### src/rtl/uart_ctrl_pkg.sv
// -----------------------------------------------------------------------------
// uart_ctrl_pkg
// Shared types and defaults for the UART transmit scheduler.
//   state_e            : scheduler FSM states
//   *_DEF              : default parameter values
//   max_int / cnt_w    : helpers for sizing the shared cycle counter
// -----------------------------------------------------------------------------
package uart_ctrl_pkg;

   typedef enum logic [1:0] {
      IDLE      = 2'd0,
      START     = 2'd1,
      WAIT_DONE = 2'd2,
      GAP       = 2'd3
   } state_e;

   localparam int NREQ_DEF           = 4;
   localparam int DBIT_DEF           = 8;
   localparam int GAP_CYCLES_DEF     = 16;
   localparam int TIMEOUT_CYCLES_DEF = 2_000_000;

   function automatic int max_int(input int a, input int b);
      return (a > b) ? a : b;
   endfunction

   // Width that holds every value 0..n (at least 1 bit).
   function automatic int cnt_w(input int n);
      return (n < 1) ? 1 : $clog2(n + 1);
   endfunction

endpackage

### src/rtl/rr_arbiter.sv
// -----------------------------------------------------------------------------
// rr_arbiter
// Purely combinational round-robin picker: first set bit of req found when
// searching upward from ptr, wrapping NREQ-1 -> 0.
//   req          in  NREQ  request vector
//   ptr          in  IW    search start index
//   grant_onehot out NREQ  one-hot winner (zero when no request)
//   grant_idx    out IW    winner index (0 when no request)
//   any_grant    out 1     at least one request present
// -----------------------------------------------------------------------------
module rr_arbiter #(
   parameter  int NREQ = 4,
   localparam int IW   = (NREQ > 1) ? $clog2(NREQ) : 1
) (
   input  logic [NREQ-1:0] req,
   input  logic [IW-1:0]   ptr,
   output logic [NREQ-1:0] grant_onehot,
   output logic [IW-1:0]   grant_idx,
   output logic            any_grant
);

   always_comb begin
      grant_onehot = '0;
      grant_idx    = '0;
      any_grant    = 1'b0;
      for (int i = 0; i < NREQ; i++) begin
         // Once a winner is found later candidates are masked off.
         if (!any_grant && req[(int'(ptr) + i) % NREQ]) begin
            any_grant                                = 1'b1;
            grant_idx                                = IW'((int'(ptr) + i) % NREQ);
            grant_onehot[(int'(ptr) + i) % NREQ]     = 1'b1;
         end
      end
   end

endmodule

### src/rtl/uart_tx_scheduler.sv
// -----------------------------------------------------------------------------
// uart_tx_scheduler
// Shares one UART transmitter among NREQ byte requesters. In IDLE a
// round-robin winner is accepted (req_ready strobe), its byte is latched and
// launched with a one-cycle tx_start, then the block waits for tx_done (or a
// timeout) and idles GAP_CYCLES cycles before arbitrating again.
//   clk, rst_n   clock / async active-low reset
//   req_valid    in  NREQ       per-requester byte available
//   req_data     in  NREQ*DBIT  requester i at [i*DBIT +: DBIT]
//   req_ready    out NREQ       accept strobe (combinational, IDLE only)
//   tx_start     out 1          start pulse to transmitter
//   tx_data      out DBIT       latched byte
//   tx_done      in  1          completion pulse from transmitter
//   busy         out 1          state != IDLE
//   grant_id     out IW         requester currently / last served
//   timeout_err  out 1          pulse when tx_done never arrived
// -----------------------------------------------------------------------------
module uart_tx_scheduler
   import uart_ctrl_pkg::*;
#(
   parameter  int NREQ           = NREQ_DEF,
   parameter  int DBIT           = DBIT_DEF,
   parameter  int GAP_CYCLES     = GAP_CYCLES_DEF,
   parameter  int TIMEOUT_CYCLES = TIMEOUT_CYCLES_DEF,
   localparam int IW             = (NREQ > 1) ? $clog2(NREQ) : 1
) (
   input  logic                 clk,
   input  logic                 rst_n,
   input  logic [NREQ-1:0]      req_valid,
   input  logic [NREQ*DBIT-1:0] req_data,
   output logic [NREQ-1:0]      req_ready,
   output logic                 tx_start,
   output logic [DBIT-1:0]      tx_data,
   input  logic                 tx_done,
   output logic                 busy,
   output logic [IW-1:0]        grant_id,
   output logic                 timeout_err
);

   // One counter serves both WAIT_DONE (timeout) and GAP; it is cleared on
   // every state entry so it never needs more than max(...) values.
   localparam int CW = cnt_w(max_int(GAP_CYCLES, TIMEOUT_CYCLES));
   localparam logic [CW-1:0] TO_LAST  = CW'(TIMEOUT_CYCLES - 1);
   localparam logic [CW-1:0] GAP_LAST = (GAP_CYCLES > 0) ? CW'(GAP_CYCLES - 1) : '0;

   state_e            state_q, state_d;
   logic [CW-1:0]     cnt_q, cnt_d;
   logic [IW-1:0]     ptr_q, ptr_d;
   logic [DBIT-1:0]   data_q, data_d;
   logic [IW-1:0]     gid_q, gid_d;
   logic              terr_q, terr_d;

   logic [NREQ-1:0]   gnt_oh;
   logic [IW-1:0]     gnt_idx;
   logic              gnt_any;

   rr_arbiter #(.NREQ(NREQ)) u_arb (
      .req          (req_valid),
      .ptr          (ptr_q),
      .grant_onehot (gnt_oh),
      .grant_idx    (gnt_idx),
      .any_grant    (gnt_any)
   );

   always_comb begin
      state_d   = state_q;
      cnt_d     = cnt_q;
      ptr_d     = ptr_q;
      data_d    = data_q;
      gid_d     = gid_q;
      terr_d    = 1'b0;
      req_ready = '0;
      unique case (state_q)
         IDLE: begin
            if (gnt_any) begin
               req_ready = gnt_oh;
               data_d    = req_data[int'(gnt_idx)*DBIT +: DBIT];
               gid_d     = gnt_idx;
               // Explicit wrap so non-power-of-two NREQ works.
               ptr_d     = (gnt_idx == IW'(NREQ - 1)) ? '0 : gnt_idx + IW'(1);
               state_d   = START;
            end
         end
         START: begin
            cnt_d   = '0;
            state_d = WAIT_DONE;
         end
         WAIT_DONE: begin
            if (tx_done || cnt_q == TO_LAST) begin
               // tx_done takes priority over a coincident timeout.
               terr_d  = !tx_done;
               cnt_d   = '0;
               state_d = (GAP_CYCLES == 0) ? IDLE : GAP;
            end else begin
               cnt_d = cnt_q + CW'(1);
            end
         end
         GAP: begin
            if (cnt_q == GAP_LAST) begin
               cnt_d   = '0;
               state_d = IDLE;
            end else begin
               cnt_d = cnt_q + CW'(1);
            end
         end
         default: state_d = IDLE;
      endcase
   end

   always_ff @(posedge clk or negedge rst_n) begin
      if (!rst_n) begin
         state_q <= IDLE;
         cnt_q   <= '0;
         ptr_q   <= '0;
         data_q  <= '0;
         gid_q   <= '0;
         terr_q  <= 1'b0;
      end else begin
         state_q <= state_d;
         cnt_q   <= cnt_d;
         ptr_q   <= ptr_d;
         data_q  <= data_d;
         gid_q   <= gid_d;
         terr_q  <= terr_d;
      end
   end

   assign tx_start    = (state_q == START);
   assign busy        = (state_q != IDLE);
   assign tx_data     = data_q;
   assign grant_id    = gid_q;
   assign timeout_err = terr_q;

endmodule

### config.mk
export PLATFORM = sky130hd
export DESIGN_NAME = uart_tx_scheduler
export DESIGN_NICKNAME = d
export VERILOG_FILES = /design/src/rtl/uart_ctrl_pkg.sv /design/src/rtl/rr_arbiter.sv /design/src/rtl/uart_tx_scheduler.sv
export SDC_FILE = /design/constraint.sdc
export NUM_CORES = 1
export LEC_CHECK = 0
export BUFFER_PORTS_ARGS = -buffer_cell sky130_fd_sc_hd__buf_2
export CAP_MARGIN = 20
export CORE_MARGIN = 8
export CORE_UTILIZATION = 55
export DETAILED_ROUTE_END_ITERATION = 16
export GPL_ROUTABILITY_DRIVEN = 1
export PLACE_DENSITY_LB_ADDON = 0.1
export SETUP_SLACK_MARGIN = 0.5
export SLEW_MARGIN = 10
export SYNTH_ARGS = -nofsm -noshare
export SYNTH_HDL_FRONTEND = slang
export SYNTH_HIERARCHICAL = 1
export SYNTH_SLANG_ARGS = --single-unit
### constraint.sdc
create_clock -name clk -period 3.3 [get_ports clk]
set_input_delay 0.66 -clock clk [delete_from_list [all_inputs] [get_ports clk]]
set_output_delay 0.66 -clock clk [all_outputs]
set_load 0.02 [all_outputs]
Word-level counts from Yosys, hierarchy flattened --
Cells that the tools add are included.
Word-level totals: bits in registers 36, input bits 39, output and inout port bits 17, logic and storage cells 98
Cells by class: add/subtract/negate cells 5, $lt $le $gt $ge 8, equality and inequality tests 9, shift-type cells 1, multiplexer cells 43, bitwise logic cells 6, reductions and logical operators 20
Operators by type and width (count):
- 21-bit case mux with 3 select lines | 1
- 21-bit 2-to-1 mux | 2
- 32-bit by 6-bit indexed part select with 8-bit output | 1
- 4-bit 2-to-1 mux | 6
- 21-bit by 1-bit adder with 21-bit output (second input constant) | 1
- 21-bit equality test (second input constant) | 1
- 21-bit by 4-bit equality test with 1-bit output (second input constant) | 1
- 1-bit 2-to-1 mux | 17
- 2-bit 2-to-1 mux | 8
- 3-bit by 4-bit < comparator with 1-bit output (second input constant) | 3
- 4-bit OR | 3
- 3-bit by 1-bit >= comparator with 1-bit output (second input constant) | 3
- 1-bit binary-select mux with 2-bit select | 4
- 1-bit demux with 2-bit select | 4
- 2-bit case mux with 4 select lines | 1
- 1-bit logical AND | 7
- 2-bit equality test (second input constant) | 3
- 2-bit != test (second input constant) | 3
- 2-bit OR reduction | 3
- 2-bit by 1-bit adder with 2-bit output (second input constant) | 2
- 2-bit adder (second input constant) | 2
- 1-bit logical NOT | 4
- 1-bit bitwise AND (first input constant) | 3
- 2-bit by 3-bit < comparator with 1-bit output (second input constant) | 1
- 8 further kinds | 8

Logic depth before layout (Yosys ltp) --
word-level depth 16, gate-level depth with buffers 11, mapped depth without buffers 8

Modules after synthesis --
The synthesis kept the hierarchy.
By module, submodules not included:
- uart_tx_scheduler | instances 1, cells an instance 217, area an instance 2170.8 um^2, seq. area each 900.9 um^2
- rr_arbiter | instances 1, cells an instance 45, area an instance 419.2 um^2, seq. area each 0.0 um^2

Worst setup path before layout --
Ideal clock, no wire load.
path type register to register, from reg ptr_q[0], to reg data_q[0] (netlist: tx_data[0]), library setup time 0.125 ns, data arrival time 2.866 ns, required time 3.175 ns, path slack 0.309 ns, cell stages (with the launch flop) 12, path buffers 3, period minus slack after synthesis 2.991 ns, cells stage by stage dfrtp_1 > buf_6 > inv_1 > ha_1 > mux4_2 > buf_6 > and2b_2 > o21ai_0 > o31ai_1 > buf_2 > mux4_2 > mux2_2
Between the ends: longest elaborated chain between the ends 13, elaborated cells on any way between the ends 30, classes of those cells add/sub: 3; shift: 1; mux: 19; reduce/logical: 7
Ends and longest elaborated chain:
- start: declaration | RTL line uart_tx_scheduler.sv:48 | logic [IW-1:0] ptr_q, ptr_d;
- start signal: assignment | RTL line uart_tx_scheduler.sv:121 | ptr_q <= ptr_d;
- 2-bit by 1-bit adder with 2-bit output or 1-bit binary-select mux with 2-bit select (tied branches) | RTL line rr_arbiter.sv:28, rr_arbiter.sv:30
- 1-bit binary-select mux with 2-bit select or 1-bit 2-to-1 mux (tied branches) | RTL line rr_arbiter.sv:28 | if (!any_grant && req[(int'(ptr) + i) % NREQ]) begin
- 1-bit 2-to-1 mux (implied by the code) | RTL line rr_arbiter.sv:28
- 1-bit 2-to-1 mux (implied by the code) or 1-bit logical NOT (tied branches) | RTL line rr_arbiter.sv:28
- 1-bit logical AND | RTL line rr_arbiter.sv:28
- 1-bit 2-to-1 mux | RTL line rr_arbiter.sv:28
- 1-bit logical NOT | RTL line rr_arbiter.sv:28
- 1-bit logical AND | RTL line rr_arbiter.sv:28
- 1-bit 2-to-1 mux | RTL line rr_arbiter.sv:28
- 1-bit logical NOT | RTL line rr_arbiter.sv:28
- 1-bit logical AND | RTL line rr_arbiter.sv:28
- 2-bit 2-to-1 mux (*) | RTL line rr_arbiter.sv:28
- net gnt_idx[0] | RTL line uart_tx_scheduler.sv:54 | logic [IW-1:0] gnt_idx;
- 32-bit by 6-bit indexed part select with 8-bit output (*) | RTL line uart_tx_scheduler.sv:77 | data_d = req_data[int'(gnt_idx)*DBIT +: DBIT];
- end signal: assignment | RTL line uart_tx_scheduler.sv:122 | data_q <= data_d;
- end: declaration | RTL line uart_tx_scheduler.sv:49 | logic [DBIT-1:0] data_q, data_d;
The timed path passes the listed nets; every way through them passes the cells marked *. The select of a mux whose other input is x is not followed. A chain may end at the register's enable or synchronous reset.

Final worst setup path --
from reg ptr_q[0], to out req_ready[3]
Between the ends: longest elaborated chain between the ends 15, elaborated cells on any way between the ends 59, classes of those cells add/sub: 3; order compare: 8; mux: 29; bitwise: 6; reduce/logical: 13
Ends and longest elaborated chain:
- 2-bit by 1-bit adder with 2-bit output | RTL line rr_arbiter.sv:28, rr_arbiter.sv:31
- 2-bit OR reduction (no source line)
- 1-bit bitwise AND (no source line)
- 3-bit by 4-bit < comparator with 1-bit output (implied by the code) or 3-bit by 1-bit >= comparator with 1-bit output (tied branches) | RTL line rr_arbiter.sv:31 | grant_onehot[(int'(ptr) + i) % NREQ] = 1'b1;
- 1-bit logical AND (implied by the code) | RTL line rr_arbiter.sv:31
- 1-bit 2-to-1 mux (implied by the code) | RTL line rr_arbiter.sv:31
- 1-bit demux with 2-bit select
- 4-bit OR (no source line)
- 4-bit 2-to-1 mux | RTL line rr_arbiter.sv:28
- 4-bit OR (no source line)
- 4-bit 2-to-1 mux | RTL line rr_arbiter.sv:28
- 4-bit OR (no source line)
- 4-bit 2-to-1 mux (*) | RTL line rr_arbiter.sv:28
- net gnt_oh[3] | RTL line uart_tx_scheduler.sv:53 | logic [NREQ-1:0] gnt_oh;
- 4-bit 2-to-1 mux (*) | RTL line uart_tx_scheduler.sv:75 | if (gnt_any) begin
- 4-bit 2-to-1 mux (*) | RTL line uart_tx_scheduler.sv:73 | unique case (state_q)
- end: declaration | RTL line uart_tx_scheduler.sv:31 | output logic [NREQ-1:0] req_ready,
Marks and branches as above.

==> impl_metrics.json <==
{
  "drv_slew": 0,
  "die_area_um2": 7161,
  "min_period_over_period": 0.9142,
  "wl_per_cell_um": 16.92,
  "hold_violations": 0,
  "synth_common_cells": "dfrtp_1, nand2_1, o21ai_0, nor2_1, nor3_1",
  "grt-busiest-layer": "met2",
  "cp-end-kind": "output pin",
  "grt_pass1_vias": 2354,
  "drc_errors": 0,
  "grt_pass1_wl_um": 10870,
  "crit_required_ps": 2640,
  "synth_area_um2": 2590,
  "synth_top_area_frac": 0.3478,
  "avgViaCountPerCell": 6.060,
  "slew_headroom": 0.4527,
  "antenna_cells": 0,
  "routabilityCongestion": 0.8227,
  "vias": 2339,
  "grt_max_degree": 37,
  "grt_use_met1": 0.2209,
  "synth_cell_types": 48,
  "io_buffer_count": 55,
  "area_growth_pct": 22.90,
  "num_io_pins": 56,
  "rsz0062_at_grt": "true",
  "ctsHoldBuffers": 0,
  "cts-root-buf": "clkbuf_8",
  "start_util": 0.5595,
  "cts_max_level": 2,
  "chipHeight_um": 84.62,
  "fp.coreArea_um2": 4629,
  "synth_ff_type": "dfrtp_1",
  "r2r-end": "tx_data[0]$_DFFE_PN0P_",
  "groute.layer.met2.usage": 0.3193,
  "drv_cap": 0,
  "dr.pass1.iters": 4,
  "rows": 25,
  "start_kind": "flop",
  "p_leak_nw": 1.416,
  "vdd_ir_drop_max_v": 0.0005564,
  "drt_iter0_drc": 143,
  "clkSlewWorstSetupHoldPaths_ps": 70,
  "finClkSkew_ps": 8.986,
  "setup_tns_ps": 0,
  "clock_sinks": 36,
  "synthTopCellsByArea": "dfrtp_1, mux4_2, ha_1, mux2_2, nand2_1",
  "crit_path_max_fanout": 5,
  "cts_max_path_buffers": 2,
  "wl_um": 6533,
  "r2r-start": "ptr_q[0]$_DFFE_PN0P_",
  "setup_viol": 0,
  "ant_nets": 0,
  "async_reset_ff_frac": 1.000,
  "power_density_nw_per_um2": 907.9,
  "grt_usage": 0.1854,
  "grtUsageMet3": 0.04488,
  "total_power_mw": 2.890,
  "r2r_setup_slack_ps": 450,
  "syn_nets": 313,
  "yosys_register_bits": 36,
  "yosysTopAreaCell": "dfrtp_1",
  "hpwl_um": 4559,
  "cts_tree": "built",
  "r2r_cells": 9,
  "antenna_found_initial": 0,
  "clk_latency_ps": 290,
  "crit_arrival_ps": 2360,
  "status": "completed",
  "fin_crit_ps": 3017,
  "drive_gt1_frac": 0.3675,
  "synth_edf_count": 0,
  "cts_buffers": 5,
  "synthCells": 262,
  "timing_worst_setup_path_type": "reg -> out",
  "worst_slew_pin_slew_ps": 821.0,
  "chipWidth_um": 84.62,
  "synth-seq-area-share": 0.3478,
  "yosysMostFrequentCell": "dfrtp_1",
  "ys_warn_count": 6,
  "avgSynthCellArea_um2": 9.885,
  "min_path_type": "in -> async",
  "gr-total-overflow": 0,
  "max_freq_mhz": 331.5,
  "fin_nets": 382
}
## layout by cell type, fill, tap and decap left out, types with 5 or more instances in the layout
cell,n
a22oi_1,7
inv_1,7
o211ai_1,6
o21ai_0,17
buf_2,51
mux2i_1,5
clkbuf_8,7
ha_1,11
nand2_1,31
and3_1,7
dfrtp_1,34
nor2_1,17
mux4_2,11
buf_4,20
nor4_1,6
nand3_1,10
a21oi_1,5
nor3_1,14
mux2_2,13
o21ai_1,5
## power breakdown
group	internal (mW)	total [mW]	switching [mW]
sequential	0.550	0.619	0.0691
combinational	0.892	1.84	0.950
clock	0.267	0.430	0.163
total	1.71	2.89	1.18
## per-layer routing
| metal | wire [um] | part of all wire |
|---|---|---|
| met5 | 0 | 0 |
| met4 | 93 | 0.014 |
| met3 | 334 | 0.051 |
| met2 | 3391 | 0.52 |
| met1 | 2714 | 0.42 |
## critical path: stages (launching register included)
cell and delay, ps:
dfrtp_2 420, buf_6 140, mux4_2 560, nor4b_4 390, a22oi_1 120, o21ai_1 110
and3_1 200, buf_6 130
## cell type report
type                       instances  area, um2
tap                               54      67.56
sequential                        36      903.4
clock buffer                       7      96.34
timing repair buffer              75      450.4
clock inverter                     1      30.03
multi-input combinational        203       1595
fill                             379       1446
inverter                          10      40.04
## how the worst max path moves through the flow
stage,start,endpoint,slack (ps),cells past startpoint
finish,ptr_q[0]$_DFFE_PN0P_,req_ready[3],280,7
CTS,ptr_q[0]$_DFFE_PN0P_,req_ready[0],310,7
detailed placement,req_valid[3],tx_data[3]$_DFFE_PN0P_,260,7
floorplan,ptr_q[0]$_DFFE_PN0P_,tx_data[0]$_DFFE_PN0P_,490,11
global route,ptr_q[0]$_DFFE_PN0P_,req_ready[3],200,7
global placement,req_valid[3],tx_data[4]$_DFFE_PN0P_,300,7
## cell families after synthesis
kind of cell	count (synthesis)	synth area share
compound gates	56	0.1420
xor+xnor	1	0.003382
buf+inv	23	0.04395
mux	31	0.1874
fa+ha+maj	12	0.05797
simple gates	103	0.2174
flops	36	0.3478
## repair_timing
item | 4_1_cts | 5_1_grt
resized for setup | 14 | 3
setup endpoints to repair | 14 | 13
setup buffers | 11 | 3
pin swaps | 6 | 2
## through the flow
step / worst slack (ps) / std cells / area [um2] / util / hold slack [ps]
4_1_cts: 311.0 / 383 / 3152 / 0.6808 / 480.8
5_1_grt: 195.0 / 386 / 3183 / 0.6876 / 526.9
3_3_place_gp: 301.4 / 364 / 2923 / 0.6314 / 484.1
2_1_floorplan: 490.1 / 262 / 2609 / - / 364.4
6_report: 283.2 / 386 / 3183 / 0.6876 / 460.5
3_5_place_dp: 255.2 / 364 / 2923 / 0.6314 / 493.2
## registers in the layout (all words and copies together) (netlist names)
register	count
state_q	2
tx_data	8
cnt_q	21
ptr_q	2
grant_id	2
timeout_err	1
Note: power is estimated with default switching activity, not from simulation.
